==> src/rtl/id_ex_stage.sv <==
// ID/EX pipeline register feeding the EX-stage ALU.
// Captures the decoded instruction and its operands. Forwards results from
// EX/MEM and MEM/WB into the EX operands, and inserts a bubble on a load-use
// hazard. Also handles flush (taken branch/JR) and hold (downstream stall).
module id_ex_stage #(
    parameter logic [31:0] NOP_INSTR = 32'h00000000,
    parameter int          FWD_EN    = 1
) (
    input  logic        clk,
    input  logic        rst,
    input  logic [31:0] id_instruction,
    input  logic        id_valid,
    input  logic [31:0] id_rs_val,
    input  logic [31:0] id_rt_val,
    input  logic        flush,
    input  logic        hold,
    input  logic        exmem_wr_en,
    input  logic [4:0]  exmem_wr_addr,
    input  logic [31:0] exmem_wr_data,
    input  logic        exmem_is_load,
    input  logic        memwb_wr_en,
    input  logic [4:0]  memwb_wr_addr,
    input  logic [31:0] memwb_wr_data,
    output logic [31:0] ex_instruction,
    output logic        ex_valid,
    output logic [31:0] ex_rs_val,
    output logic [31:0] ex_rt_val,
    output logic [4:0]  ex_dest,
    output logic        ex_is_load,
    output logic        id_stall
);

    localparam logic [5:0] OP_RTYPE = 6'b000000;
    localparam logic [5:0] OP_BEQ   = 6'b000100;
    localparam logic [5:0] OP_BNE   = 6'b000101;
    localparam logic [5:0] OP_ADDI  = 6'b001000;
    localparam logic [5:0] OP_ADDIU = 6'b001001;
    localparam logic [5:0] OP_SLTI  = 6'b001010;
    localparam logic [5:0] OP_SLTIU = 6'b001011;
    localparam logic [5:0] OP_ANDI  = 6'b001100;
    localparam logic [5:0] OP_ORI   = 6'b001101;
    localparam logic [5:0] OP_XORI  = 6'b001110;
    localparam logic [5:0] OP_LW    = 6'b100011;
    localparam logic [5:0] OP_SW    = 6'b101011;
    localparam logic [5:0] FN_JR    = 6'b001000;

    logic [31:0] instr_q;
    logic        valid_q;
    logic [31:0] rs_q;
    logic [31:0] rt_q;

    logic [5:0] ex_op;
    logic [4:0] ex_rs_f;
    logic [4:0] ex_rt_f;
    logic [4:0] ex_rd_f;
    logic [5:0] ex_func;
    logic [5:0] id_op;
    logic [4:0] id_rs_f;
    logic [4:0] id_rt_f;

    logic       id_reads_rt;
    logic       load_use;
    logic       wb_hits_ex_rs;
    logic       wb_hits_ex_rt;
    logic       wb_hits_id_rs;
    logic       wb_hits_id_rt;
    logic [4:0] dest_c;
    logic       unused_bits;

    assign ex_op   = instr_q[31:26];
    assign ex_rs_f = instr_q[25:21];
    assign ex_rt_f = instr_q[20:16];
    assign ex_rd_f = instr_q[15:11];
    assign ex_func = instr_q[5:0];
    assign id_op   = id_instruction[31:26];
    assign id_rs_f = id_instruction[25:21];
    assign id_rt_f = id_instruction[20:16];

    assign unused_bits = ^{id_instruction[15:0], instr_q[10:6]};

    // Destination register of the EX instruction; zero when it writes nothing
    always_comb begin
        dest_c = 5'd0;
        if (valid_q) begin
            case (ex_op)
                OP_RTYPE: if (ex_func != FN_JR) dest_c = ex_rd_f;
                OP_ADDI, OP_ADDIU, OP_ANDI, OP_ORI, OP_XORI,
                OP_SLTI, OP_SLTIU, OP_LW: dest_c = ex_rt_f;
                default: dest_c = 5'd0;
            endcase
        end
    end

    // Decide whether the ID instruction actually consumes its rt operand
    always_comb begin
        id_reads_rt = 1'b0;
        case (id_op)
            OP_RTYPE, OP_BEQ, OP_BNE, OP_SW: id_reads_rt = 1'b1;
            default: id_reads_rt = 1'b0;
        endcase
    end

    assign ex_dest    = dest_c;
    assign ex_is_load = valid_q && (ex_op == OP_LW);

    assign load_use = valid_q && ex_is_load && id_valid && (dest_c != 5'd0) &&
                      ((dest_c == id_rs_f) || (id_reads_rt && (dest_c == id_rt_f)));

    // EX is empty while in reset, so nothing upstream needs to wait
    assign id_stall = !rst && (hold || (load_use && !flush));

    // A writeback landing on a source register must be captured, since the
    // register file reads before it writes
    assign wb_hits_ex_rs = memwb_wr_en && (ex_rs_f != 5'd0) && (memwb_wr_addr == ex_rs_f);
    assign wb_hits_ex_rt = memwb_wr_en && (ex_rt_f != 5'd0) && (memwb_wr_addr == ex_rt_f);
    assign wb_hits_id_rs = memwb_wr_en && (id_rs_f != 5'd0) && (memwb_wr_addr == id_rs_f);
    assign wb_hits_id_rt = memwb_wr_en && (id_rt_f != 5'd0) && (memwb_wr_addr == id_rt_f);

    // Pipeline register: reset > hold > flush > load-use bubble > normal load
    always_ff @(posedge clk or posedge rst) begin
        if (rst) begin
            instr_q <= NOP_INSTR;
            valid_q <= 1'b0;
            rs_q    <= 32'd0;
            rt_q    <= 32'd0;
        end else if (hold) begin
            if (wb_hits_ex_rs) rs_q <= memwb_wr_data;
            if (wb_hits_ex_rt) rt_q <= memwb_wr_data;
        end else if (flush || load_use) begin
            instr_q <= NOP_INSTR;
            valid_q <= 1'b0;
            rs_q    <= 32'd0;
            rt_q    <= 32'd0;
        end else begin
            instr_q <= id_instruction;
            valid_q <= id_valid;
            rs_q    <= wb_hits_id_rs ? memwb_wr_data : id_rs_val;
            rt_q    <= wb_hits_id_rt ? memwb_wr_data : id_rt_val;
        end
    end

    assign ex_instruction = instr_q;
    assign ex_valid       = valid_q;

    // Forward the rs operand; the newest producer (EX/MEM) wins, $0 never forwards
    always_comb begin
        ex_rs_val = rs_q;
        if ((FWD_EN != 0) && (ex_rs_f != 5'd0)) begin
            if (exmem_wr_en && !exmem_is_load && (exmem_wr_addr == ex_rs_f))
                ex_rs_val = exmem_wr_data;
            else if (memwb_wr_en && (memwb_wr_addr == ex_rs_f))
                ex_rs_val = memwb_wr_data;
        end
    end

    // Forward the rt operand with the same priority as rs
    always_comb begin
        ex_rt_val = rt_q;
        if ((FWD_EN != 0) && (ex_rt_f != 5'd0)) begin
            if (exmem_wr_en && !exmem_is_load && (exmem_wr_addr == ex_rt_f))
                ex_rt_val = exmem_wr_data;
            else if (memwb_wr_en && (memwb_wr_addr == ex_rt_f))
                ex_rt_val = memwb_wr_data;
        end
    end

endmodule

==> config.mk <==
export PLATFORM = sky130hd
export DESIGN_NAME = id_ex_stage
export DESIGN_NICKNAME = d
export VERILOG_FILES = /design/src/rtl/id_ex_stage.sv
export SDC_FILE = /design/constraint.sdc
export NUM_CORES = 1
export LEC_CHECK = 0
export ABC_CLOCK_PERIOD_IN_PS = 4000
export CAP_MARGIN = 20
export CORE_MARGIN = 10
export CORE_UTILIZATION = 41
export CTS_BUF_LIST = sky130_fd_sc_hd__clkbuf_8
export DETAILED_ROUTE_END_ITERATION = 6
export PLACE_DENSITY = 0.86
export SETUP_SLACK_MARGIN = 0.1
export SYNTH_ARGS = -nofsm -noshare
export SYNTH_HDL_FRONTEND = slang
export SYNTH_SLANG_ARGS = --single-unit
==> constraint.sdc <==
create_clock -name clk -period 4 [get_ports clk]
set_input_delay 0.6 -clock clk [delete_from_list [all_inputs] [get_ports clk]]
set_output_delay 0.6 -clock clk [all_outputs]
set_load 0.05 [all_outputs]
== Word level (Yosys, flattened, before mapping) ==
Index checks and enable logic that the tools add are counted.

* Output and inout port bits: 104
* Bits in registers: 97
* Logic and storage cells: 82

* Multiplexer cells: 20
* Reduce and logical (&&, ||, !) cells: 36
* Equal/unequal tests: 22

{| class="wikitable"
|+ Operators by type and width
! operator !! count
|-
| $mux 32 || 15
|-
| $eq 6x4->1 const B || 7
|-
| $eq 5x5->1 || 8
|-
| $reduce_bool 5->1 || 5
|-
| $logic_and 1x1->1 || 21
|-
| $eq 6x3->1 const B || 2
|-
| $eq 6x6->1 const B || 2
|-
| $logic_not 6->1 || 2
|-
| $mux 5 || 2
|-
| $pmux 5 s2 || 1
|-
| $reduce_or 8->1 || 1
|-
| $ne 6x4->1 const B || 1
|-
| $ne 2x1->1 const B || 2
|-
| $reduce_or 4->1 || 1
|-
| $logic_not 1->1 || 3
|-
| $logic_or 1x1->1 || 3
|-
| $mux 1 || 2
|}

== Logic depth before layout (Yosys ltp) ==
Gate-level depths: netlist of the first run.

* Word-level depth: 11
* Gate-level depth with buffers: 10
* Gate-level depth less buffers: 8

== Worst setup path after synthesis of the first run ==
OpenSTA, ideal clock, no wires.

* Path type: register -> output
* Start: register instr_q[28], in the netlist ex_instruction[28]
* End: output id_stall
* Arrival time: 3844 ps
* Cell stages (with the launch flop): 9
* Setup slack: -444 ps
* Path buffers: 0
* Cells stage by stage: dfrtp_1 -> or3_1 -> a211o_2 -> o22ai_1 -> xnor2_1 -> nand4_1 -> or4_4 -> a211oi_1 -> o21a_1

* Cells in the longest elaborated chain, start to end: 11

{| class="wikitable"
|+ RTL lines
! what !! RTL line !! text
|-
| start, declared || 47 || <nowiki>logic [31:0] instr_q;</nowiki>
|-
| start signal, assigned || 135 || <nowiki>instr_q <= id_instruction;</nowiki>
|-
| $eq 6x6->1 or $eq 6x4->1 (tied branches) || 85 || <nowiki>case (ex_op)</nowiki>
|-
| $reduce_or 8->1 || 85 ||
|-
| $pmux 5 s2 * || 85 ||
|-
| $mux 5 * || 84 || <nowiki>if (valid_q) begin</nowiki>
|-
| net ex_dest[2] || 28 || <nowiki>output logic [4:0] ex_dest,</nowiki>
|-
| $eq 5x5->1 || 107 || <nowiki>((dest_c == id_rs_f) || (id_reads_rt && (dest_c == id_rt_f)));</nowiki>
|-
| $logic_and 1x1->1 || 107 ||
|-
| $logic_or 1x1->1 || 107 ||
|-
| $logic_and 1x1->1 * || 106 || <nowiki>assign load_use = valid_q && ex_is_load && id_valid && (dest_c != 5'd0) &&</nowiki>
|-
| $logic_and 1x1->1 * || 110 || <nowiki>assign id_stall = !rst && (hold || (load_use && !flush));</nowiki>
|-
| $logic_or 1x1->1 * || 110 ||
|-
| $logic_and 1x1->1 * || 110 ||
|-
| end, declared || 30 || <nowiki>output logic id_stall</nowiki>
|}

Mark *: on every way through the listed nets, which the timed path passes. The rest lies on a longest branch.

== Final worst setup path of the first run ==
* Start: input memwb_wr_addr[0]
* End: output ex_rs_val[9]

* Cells in the longest elaborated chain, start to end: 5

{| class="wikitable"
|+ RTL lines
! what !! RTL line !! text
|-
| start, declared || 22 || <nowiki>input logic [4:0] memwb_wr_addr,</nowiki>
|-
| $eq 5x5->1 || 151 || <nowiki>else if (memwb_wr_en && (memwb_wr_addr == ex_rs_f))</nowiki>
|-
| $logic_and 1x1->1 || 151 ||
|-
| $mux 32 || 151 ||
|-
| $mux 32 || 149 || <nowiki>if (exmem_wr_en && !exmem_is_load && (exmem_wr_addr == ex_rs_f))</nowiki>
|-
| $mux 32 || 148 || <nowiki>if ((FWD_EN != 0) && (ex_rs_f != 5'd0)) begin</nowiki>
|-
| end, declared || 26 || <nowiki>output logic [31:0] ex_rs_val,</nowiki>
|}

Every way passes these cells.

==> impl.org, run 1 <==
** Logic synthesis
- XOR/XNOR Fraction of Synth Area :: 5.05%
- Ranking of synthesized cells by area :: sky130_fd_sc_hd__dfrtp_1 37%, sky130_fd_sc_hd__mux2i_1 9.7%, sky130_fd_sc_hd__a21oi_1 7.5%
- Count of yosys warnings during synthesis :: 0
- The synthesized netlist devotes 30.0% of its cell area to compound gates.
- Net Count, Synth :: 966
- By area, the combinational part of the netlist is dominated by compound AO/OA/AOI/OAI gates.
- The synthesized netlist occupies a cell area of 6590 µm².
- Of the synthesized area, sequential elements account for 36.8%.
- Average cell area after synthesis :: 8.36 µm²
- After synthesis, the largest area contributor takes up 36.8% of total cell area.
- Basic-gate share of the synthesized area counting and, or, nand and nor cells :: 13.3%
- Counting distinct cell types in the post-synthesis netlist gives 40.
- The portion of synthesized area spent on multiplexers is 9.72%.
- FF+latch count, synth :: 97
- Adder and majority gate portion of the synthesized area :: 0%
- Synth Instances :: 788
- Cell taking the most area after synthesis :: sky130_fd_sc_hd__dfrtp_1

** Pwr
- Clock power frac :: 16.2%
- Switch Pwr :: 1510 µW
- Leakage power :: 0.00420 µW
- Cell area power density :: 344 nW/µm²
- Of the total power, registers draw 32.8%.
- In this run switching power makes up 41.0% of total power.
- Logic gate share of total power :: 51.0%
- Overall power consumption :: 3670 µW
- Internal power comes to 2170 µW.
- Worst voltage drop across the vdd grid :: 0.209 mV

** Placement
- Detailed placement ended at an HPWL of 21.3 mm.
- Final RePlAce weighted congestion :: 0.911
- Total placed instance area :: 10,400 µm²
- Input and output buffers added on the ports amount to 281.
- Before CTS, the worst setup slack after placement is 170 ps.

** Finish
- After routing the design area is 10,700 µm².
- Layout cells sized above 1 :: 16.4%
- Inserted Diodes :: 0
- Synth-to-Final Area Change :: 62.0%
- Final-stage net count :: 1,228
- Fraction of the core area covered by cells at the end of the flow :: 67.4%

** Floorplanning
- Once the floorplan was initialized, standard cells occupied 41.6% of the core.
- DIE AREA :: 21,500 µm²
- From left edge to right edge, the die measures 147 µm.
- Pin placement for this block handled 282 I/O pins.
- The floorplan has 46 rows.
- In this run the vertical extent of the chip is 147 µm.
- Placeable core area :: 15,800 µm²

** Route
- For this block, the routed nets add up to 28.6 mm of wire.
- For this run, design rule violations remaining after detail routing come to 0.
- The count of nets left with antenna violations once routing finished came out at 0.
- The first detailed-routing pass took 5 iterations.
- The detailed router placed 7,376 vias in this run.
- Dividing the detail-routed wire length by the instance count gives 22.5 µm.
- DR vias/cell :: 5.80
- For this block, the initial DRC count from the detailed router was 685.

** CTS
- Later-pin clock latency in the skew report :: 390 ps
- In this run, CTS created clock tree buffers numbering 9.
- Clock Root Buffer :: sky130_fd_sc_hd__clkbuf_8
- TritonCTS built the clock tree.
- Number of buffers on the longest clock path :: 2
- Reg clk slew, reported paths :: 90 ps
- The clock tree synthesis step divided the H-tree into 3 levels.
- Number of hold-repair buffers added at the cts stage :: 0
- Clock Sinks :: 97

** Critical path
- R2r setup slk :: 610 ps
- The worst setup path is launched from a primary input.
- Worst Setup Path Type :: in -> out
- At the worst endpoint, the required time is 3400 ps.
- At the worst endpoint, the arrival time is 3190 ps.
- Worst Path Max Fanout :: 8
- STA classifies the critical path endpoint as a primary output.

** Timing
- Time the final worst path needs with I/O delays and setup :: 3790 ps
- Setup slack on the critical path of the routed design comes to 210 ps.
- After routing, the total negative slack on setup checks comes to 0 ps.
- Count of endpoints failing hold in the final timing report :: 0
- Clock skew on the completed layout was measured at 13.3 ps.
- Max-slew violation count :: 0
- Setup violations remaining at the end of the flow were counted as 0.
- RSZ-0062 raised after global routing :: false
- Headroom to the max-slew limit came out at 29.2%.
- The final critical path takes up 94.7% of the cycle.
- F_max :: 0.264 GHz
- Least-Margin Pin Slew :: 1060 ps

** Global route
- For this run, the total global-route usage over all layers was measured as 25.6%.
- Pin count of the biggest net entering global routing :: 57
- Number of global-route vias before repair :: 7,690
- First-pass GRT wire length :: 44.3 mm
- Initial antenna violation count :: 1
- Global route overflow :: 0

** Status
- Result of the run :: finished clean

** Run
- Maximum capacitance violations :: 0

** Min path
- The worst hold path belongs to the class reg -> reg.
==> final cells by class <==
type | instances | area (µm²)
inverter | 7 | 28.8
fill | 1214 | 5150
multi-input combinational | 619 | 3970
timing repair buffer | 316 | 3810
clock buffer | 10 | 138
clock inverter | 6 | 28.8
tap | 216 | 270
sequential | 97 | 2430
==> cells in the final DEF (no fill, tap or decap), drive strengths merged, types with 2 or more instances in the layout <==
cell type	synthesis	routed
o21ai	97	97
xnor2	15	15
nor2	99	99
or3	2	2
a21oi	99	99
clkbuf	55	10
dfrtp	97	97
clkinv	0	2
mux2i	64	64
buf	10	101
nor4b	2	2
inv	7	10
nor3	4	4
a21boi	3	3
xor2	23	23
nand2	75	75
nand4	2	2
nor2b	2	2
clkdlybuf4s50	0	215
o22ai	37	37
nor4	9	9
nand3	3	3
or4	2	2
a22oi	32	32
a22o	33	33
and3	5	5
==> synthesized netlist by cell type (all sizes together) <==
cell type	n
or4	2
o211ai	1
dfrtp	97
a211oi	1
a21oi	99
a21boi	3
nand4	2
inv	7
a22o	33
or3	2
a31o	1
a211o	1
nand2	75
o21ai	97
nand4b	1
xor2	23
nor4	9
o22ai	37
a22oi	32
nor2b	2
nor3	4
a2bb2oi	1
nor2	99
o21a	1
nand3	3
and3	5
mux2i	64
and2	1
nor3b	1
a2111o	1
a31oi	1
nor4b	2
clkbuf	55
buf	10
xnor2	15
==> path summary, 6_finish.rpt <==
| path | to | depth (start not counted) | from |
|---|---|---|---|
| setup / recovery | ex_rs_val[9] | 9 | memwb_wr_addr[0] |
| hold reg to reg | rs_q[4] | 2 | rs_q[4] |
| setup reg to reg | rs_q[25] | 10 | ex_instruction[27] |
| max in group asynchronous | rs_q[31] | 3 | rst |
| min in group asynchronous | ex_instruction[8] | 2 | rst |
| hold / removal | rs_q[4] | 2 | rs_q[4] |
==> critical path, stage by stage <==
cell	delay, ps
sky130_fd_sc_hd__clkdlybuf4s50_1	530
sky130_fd_sc_hd__xor2_1	200
sky130_fd_sc_hd__nor4_1	350
sky130_fd_sc_hd__and3_2	330
sky130_fd_sc_hd__nor2b_4	340
sky130_fd_sc_hd__buf_4	230
sky130_fd_sc_hd__a22oi_1	80
sky130_fd_sc_hd__o21ai_0	340
sky130_fd_sc_hd__buf_12	190
==> power by group through the flow <==
stage / registers, µW / logic [µW] / clock network [µW]
final: 1200 / 1870 / 594
after detailed placement: 1220 / 1860 / 0
after global routing: 1220 / 1970 / 640
after CTS: 1200 / 1870 / 599
after floorplan: 1310 / 833 / 0
after global placement: 1220 / 1840 / 0
==> flip-flops by register name, summed over array words and instances, names as in the netlist <==
register and flops:
rs_q 32, rt_q 32, ex_valid 1, ex_instruction 32
==> cell families (layout without fill, tap and decap cells) <==
logic type | count (synthesis) | count (layout)
simple gates | 208 | 208
compound gates | 309 | 309
flops | 97 | 97
mux | 64 | 64
xor+xnor | 38 | 38
buf+inv | 72 | 339
==> through the flow <==
| stage | cells | hold WS [ps] |
|---|---|---|
| floorplan | 788 | 460 |
| global placement | 1246 | 469 |
| detailed placement | 1246 | 475 |
| CTS | 1268 | 496 |
| global route | 1271 | 515 |
| finish | 1271 | 496 |
==> per-layer routing <==
layer  GRT usage, %  wire, µm
met4           8.51       711
met1           30.5     11000
met3           8.97      3250
met2           42.2     13600
met5              0        12
==> timing repair <==
action / 4_1_cts / 5_1_grt
endpoints found under the setup margin: 1 / 35
pin swaps: 6 / 5
buffers inserted: 6 / 3
gates resized for setup: 3 / 5
(Power assumes the default switching activity.)
==> run 2: changes to the inputs <==
--- a/config.mk
+++ b/config.mk
@@ -11,7 +11,8 @@
 export CORE_UTILIZATION = 41
 export CTS_BUF_LIST = sky130_fd_sc_hd__clkbuf_8
 export DETAILED_ROUTE_END_ITERATION = 6
-export PLACE_DENSITY = 0.86
+export DONT_BUFFER_PORTS = 1
+export PLACE_DENSITY = 0.63
 export SETUP_SLACK_MARGIN = 0.1
 export SYNTH_ARGS = -nofsm -noshare
 export SYNTH_HDL_FRONTEND = slang
==> constraint.sdc (replaced) <==
create_clock -name clk -period 4 [get_ports clk]
set_input_delay 0.6 -clock clk [delete_from_list [all_inputs] [get_ports clk]]
set_output_delay 0.6 -clock clk [all_outputs]
set_load 0.01 [all_outputs]
==> run 2 against run 1 <==
Net effect:
- clock power increased by 20%
- sequential power about the same
- combinational power decreased by 67%
- fmax increased by 0.47%
- largest cell class unchanged
- clock skew decreased by 1.6 ps
- critical endpoint is now id_stall
==> impl.org, run 2 (same netlist as run 1, synthesis figures left out) <==
** Status
- Result of the run :: finished clean (unchanged)

** Finish
- Count of placed standard cells in the final layout, fillers left out :: 983 (was 1,271)
- Layout cells sized above 1 :: 12.3% (was 16.4%)
- Final-stage net count :: 941 (was 1,228)
- The antenna cell count was 0 (unchanged).
- Most frequent cells in the layout: 99 x sky130_fd_sc_hd__a21oi_1, 98 x sky130_fd_sc_hd__nor2_1, 96 x sky130_fd_sc_hd__dfrtp_1, 75 x sky130_fd_sc_hd__nand2_1, 64 x sky130_fd_sc_hd__mux2i_1 (was 215 x sky130_fd_sc_hd__clkdlybuf4s50_1, 99 x sky130_fd_sc_hd__a21oi_1, 98 x sky130_fd_sc_hd__nor2_1, 93 x sky130_fd_sc_hd__dfrtp_1, 75 x sky130_fd_sc_hd__nand2_1).
- Leading cell type in the layout, fill and taps excluded :: sky130_fd_sc_hd__a21oi_1 (was sky130_fd_sc_hd__clkdlybuf4s50_1)
- The number of inserted filler cells in the final layout is 1,615 (was 1,214).
- The area overhead of the layout relative to synthesis is 8.02% (was 62.0%).

** Pwr
- The part of the total power dissipated in the clock network came to 27.9% (was 16.2%).
- The proportion of power drawn by flip-flops and latches is 47.7% (was 32.8%).
- Int Pwr :: 1680 µW (was 2170 µW)
- Switch Pwr :: 876 µW (was 1510 µW)
- Worst voltage drop across the vdd grid :: 0.146 mV (was 0.209 mV)
- Switching power as a share of total power :: 34.2% (was 41.0%)
- The static power due to leakage came to 0.00273 µW (was 0.00420 µW).
- The areal power density over the cells is 360 nW/µm² (was 344 nW/µm²).
- The part of the power in combinational logic was 24.4% (was 51.0%).

** Timing
- Final worst clock skew :: 11.7 ps (was 13.3 ps)
- Final clock period utilization by the worst path :: 94.3% (was 94.7%)
- Final-layout worst hold slack :: 172 ps (was 496 ps)
- The worst slew slack as a fraction of its limit was 54.4% (was 29.2%).
- RSZ-0062 raised after global routing :: false (unchanged)
- Final TNS setup :: 0 ps (unchanged)
- Time the final worst path needs with I/O delays and setup :: 3770 ps (was 3790 ps)
- The max-slew violation count is 0 (unchanged).
- Count of endpoints failing hold in the final timing report :: 0 (unchanged)
- Final number of setup-violating endpoints :: 0 (unchanged)
- Least-Margin Pin Slew :: 685 ps (was 1060 ps)
- F_max :: 0.265 GHz (was 0.264 GHz)
- Final Worst Setup Slack :: 228 ps (was 210 ps)

** Floorplanning
- The die outline height is 147 µm (unchanged).
- Placeable core area :: 15,800 µm² (unchanged)
- Initial standard-cell utilization of the core :: 41.6% (unchanged)
- Number of top-level pins :: 282 (unchanged)
- The row count is 46 (unchanged).
- Die Wd :: 147 µm (unchanged)
- DIE AREA :: 21,500 µm² (unchanged)

** Critical path
- The largest driver fanout on the critical path came to 5 (was 8).
- Worst reg-to-reg path cell count :: 9 (was 10)
- The largest incremental delay on the critical path is 580 ps (was 530 ps).
- The startpoint of the most critical register-to-register path was ex_instruction[28] (was ex_instruction[27]).
- The type of destination of the critical path was a primary output (unchanged).
- The worst-path cell with the longest stage delay is sky130_fd_sc_hd__or4_4 (was sky130_fd_sc_hd__clkdlybuf4s50_1).
- R2r setup slk :: 610 ps (about the same)
- The startpoint type of the worst setup path was a flip-flop (was primary input).
- The reg-to-reg endpoint is rs_q[16] (was rs_q[25]).
- Worst Setup Path Type :: reg -> out (was in -> out)
- Worst Setup SP :: ex_instruction[28] (was memwb_wr_addr[0])
- Required @ worst endpoint :: 3400 ps (about the same)
- Data arrival time at the worst-slack endpoint :: 3170 ps (was 3190 ps)
- Cells along the critical path: or3_1 > a211o_2 > o22ai_2 > xnor2_1 > nand4_1 > or4_4 > a211oi_1 > o21a_1 (was clkdlybuf4s50_1 > xor2_1 > nor4_1 > and3_2 > nor2b_4 > buf_4 > a22oi_1 > o21ai_0 > buf_12).

** Placement
- The cell total after placement is 968 (was 1,246).
- Setup WS pre-CTS :: 599 ps (was 170 ps)
- The post-detailed-placement half-perimeter wirelength came to 17.6 mm (was 21.3 mm).
- Final RePlAce weighted congestion :: 0.827 (was 0.911)
- Count of input and output buffers :: 0 (was 281)

** CTS
- The post-CTS repair timing setup buffer count was 0 (was 6).
- The number of cells upsized or downsized after cts came to 0 (was 3).
- Later-pin clock latency in the skew report :: 380 ps (was 390 ps)
- Num CTS Buffers :: 9 (unchanged)
- TritonCTS clock tree :: yes (unchanged)
- Clock Root Buffer :: sky130_fd_sc_hd__clkbuf_8 (unchanged)
- Number of buffers on the longest clock path :: 2 (unchanged)
- Number of hold-repair buffers added at the cts stage :: 0 (unchanged)
- Depth of the CTS H-tree :: 3 (unchanged)
- Reg clk slew, reported paths :: 100 ps (was 90 ps)
- The number of clock sinks came to 97 (unchanged).

** Global route
- Initial antenna violation count :: 0 (was 1)
- Total routing resource utilization after global routing :: 22.0% (was 25.6%)
- First-pass GRT wire length :: 38.1 mm (was 44.3 mm)
- The number of global-route vias before repair came to 6,239 (was 7,690).
- The pin count of the biggest net entering global routing came to 70 (was 57).
- Global route overflow :: 0 (unchanged)

** Route
- DRT antenna net count :: 0 (unchanged)
- The average detailed-routed wire length per instance came to 25.3 µm (was 22.5 µm).
- The violation count after the first detailed-routing iteration came to 469 (was 685).
- DR vias/cell :: 6.19 (was 5.80)
- The number of iterations in the first detailed-routing pass came to 6 (was 5).
- The number of remaining DRC errors came to 0 (unchanged).
- The routed via count came to 6,085 (was 7,376).
- The final wirelength is 24.9 mm (was 28.6 mm).

** Min path
- Path class of the lowest-slack min-delay path :: in -> async (was reg -> reg)

** Run
- Maximum capacitance violations :: 0 (unchanged)
-- run 2: cell count changes in the layout (fill, tap and decap cells not counted), sizes merged --
cell	before	now
clkdlybuf4s50	215	0
buf	101	29
bufinv	0	2
inv	10	8
clkbuf	10	9
-- run 2: worst max path at each step --
| stage | to | slack [ps] |
|---|---|---|
| finish | id_stall | 230 |
| global placement | id_stall | 650 |
| global route | id_stall | 110 |
| detailed placement | rs_q[16] | 600 |
| floorplan | id_stall | 440 |
| CTS | id_stall | 160 |
-- run 2: area by class of cell --
cell class	count	area (µm²)	area share (%)
flip-flops and latches	97	2430	34.1
repair buffers	29	268	3.76
clock buffers	9	124	1.74
multi-input cells	619	3910	55.0
well taps	216	270	3.80
inverters	7	28.8	0.404
clock inverters	6	85.1	1.20
-- run 2: per-layer routing --
layer / routed length [µm] / part of all wire, % / up-vias / track usage, %
li1: - / - / 2805 / -
met1: 10200 / 41 / 2984 / 27.9
met2: 11900 / 48 / 279 / 35.7
met3: 2410 / 9.7 / 17 / 6.82
met4: 311 / 1.3 / 0 / 5.41
met5: 0 / 0 / - / 0
-- run 2: critical path, delay by kind of cell (launching register included) --
family / cells / cell delay (ps)
XOR/XNOR: 1 / 150
AO/OA/AOI/OAI: 4 / 1050
AND/OR/NAND/NOR: 3 / 1150
flip-flops: 1 / 450
-- run 2: through the flow --
| stage | cell area, µm² | util [%] | total power, µW |
|---|---|---|---|
| floorplan | 6590 | - | 1700 |
| global placement | 6880 | 43.5 | 1860 |
| detailed placement | 6880 | 43.5 | 1870 |
| CTS | 7090 | 44.8 | 2580 |
| global route | 7120 | 45.0 | 2700 |
| finish | 7120 | 45.0 | 2560 |
-- run 2: power groups by stage --
stage | combinational [µW] | sequential (µW) | clock, µW
after floorplan | 498 | 1200 | 0
after global placement | 618 | 1240 | 0
after detailed placement | 629 | 1240 | 0
after CTS | 628 | 1220 | 732
after global routing | 697 | 1240 | 765
final | 624 | 1220 | 714
==> run 3: changes to the inputs <==
--- a/config.mk
+++ b/config.mk
@@ -17,3 +17,4 @@
 export SYNTH_ARGS = -nofsm -noshare
 export SYNTH_HDL_FRONTEND = slang
 export SYNTH_SLANG_ARGS = --single-unit
+export TNS_END_PERCENT = 30
==> results of run 3 <==
Final layout, timing and power as in run 2 (identical DEF).
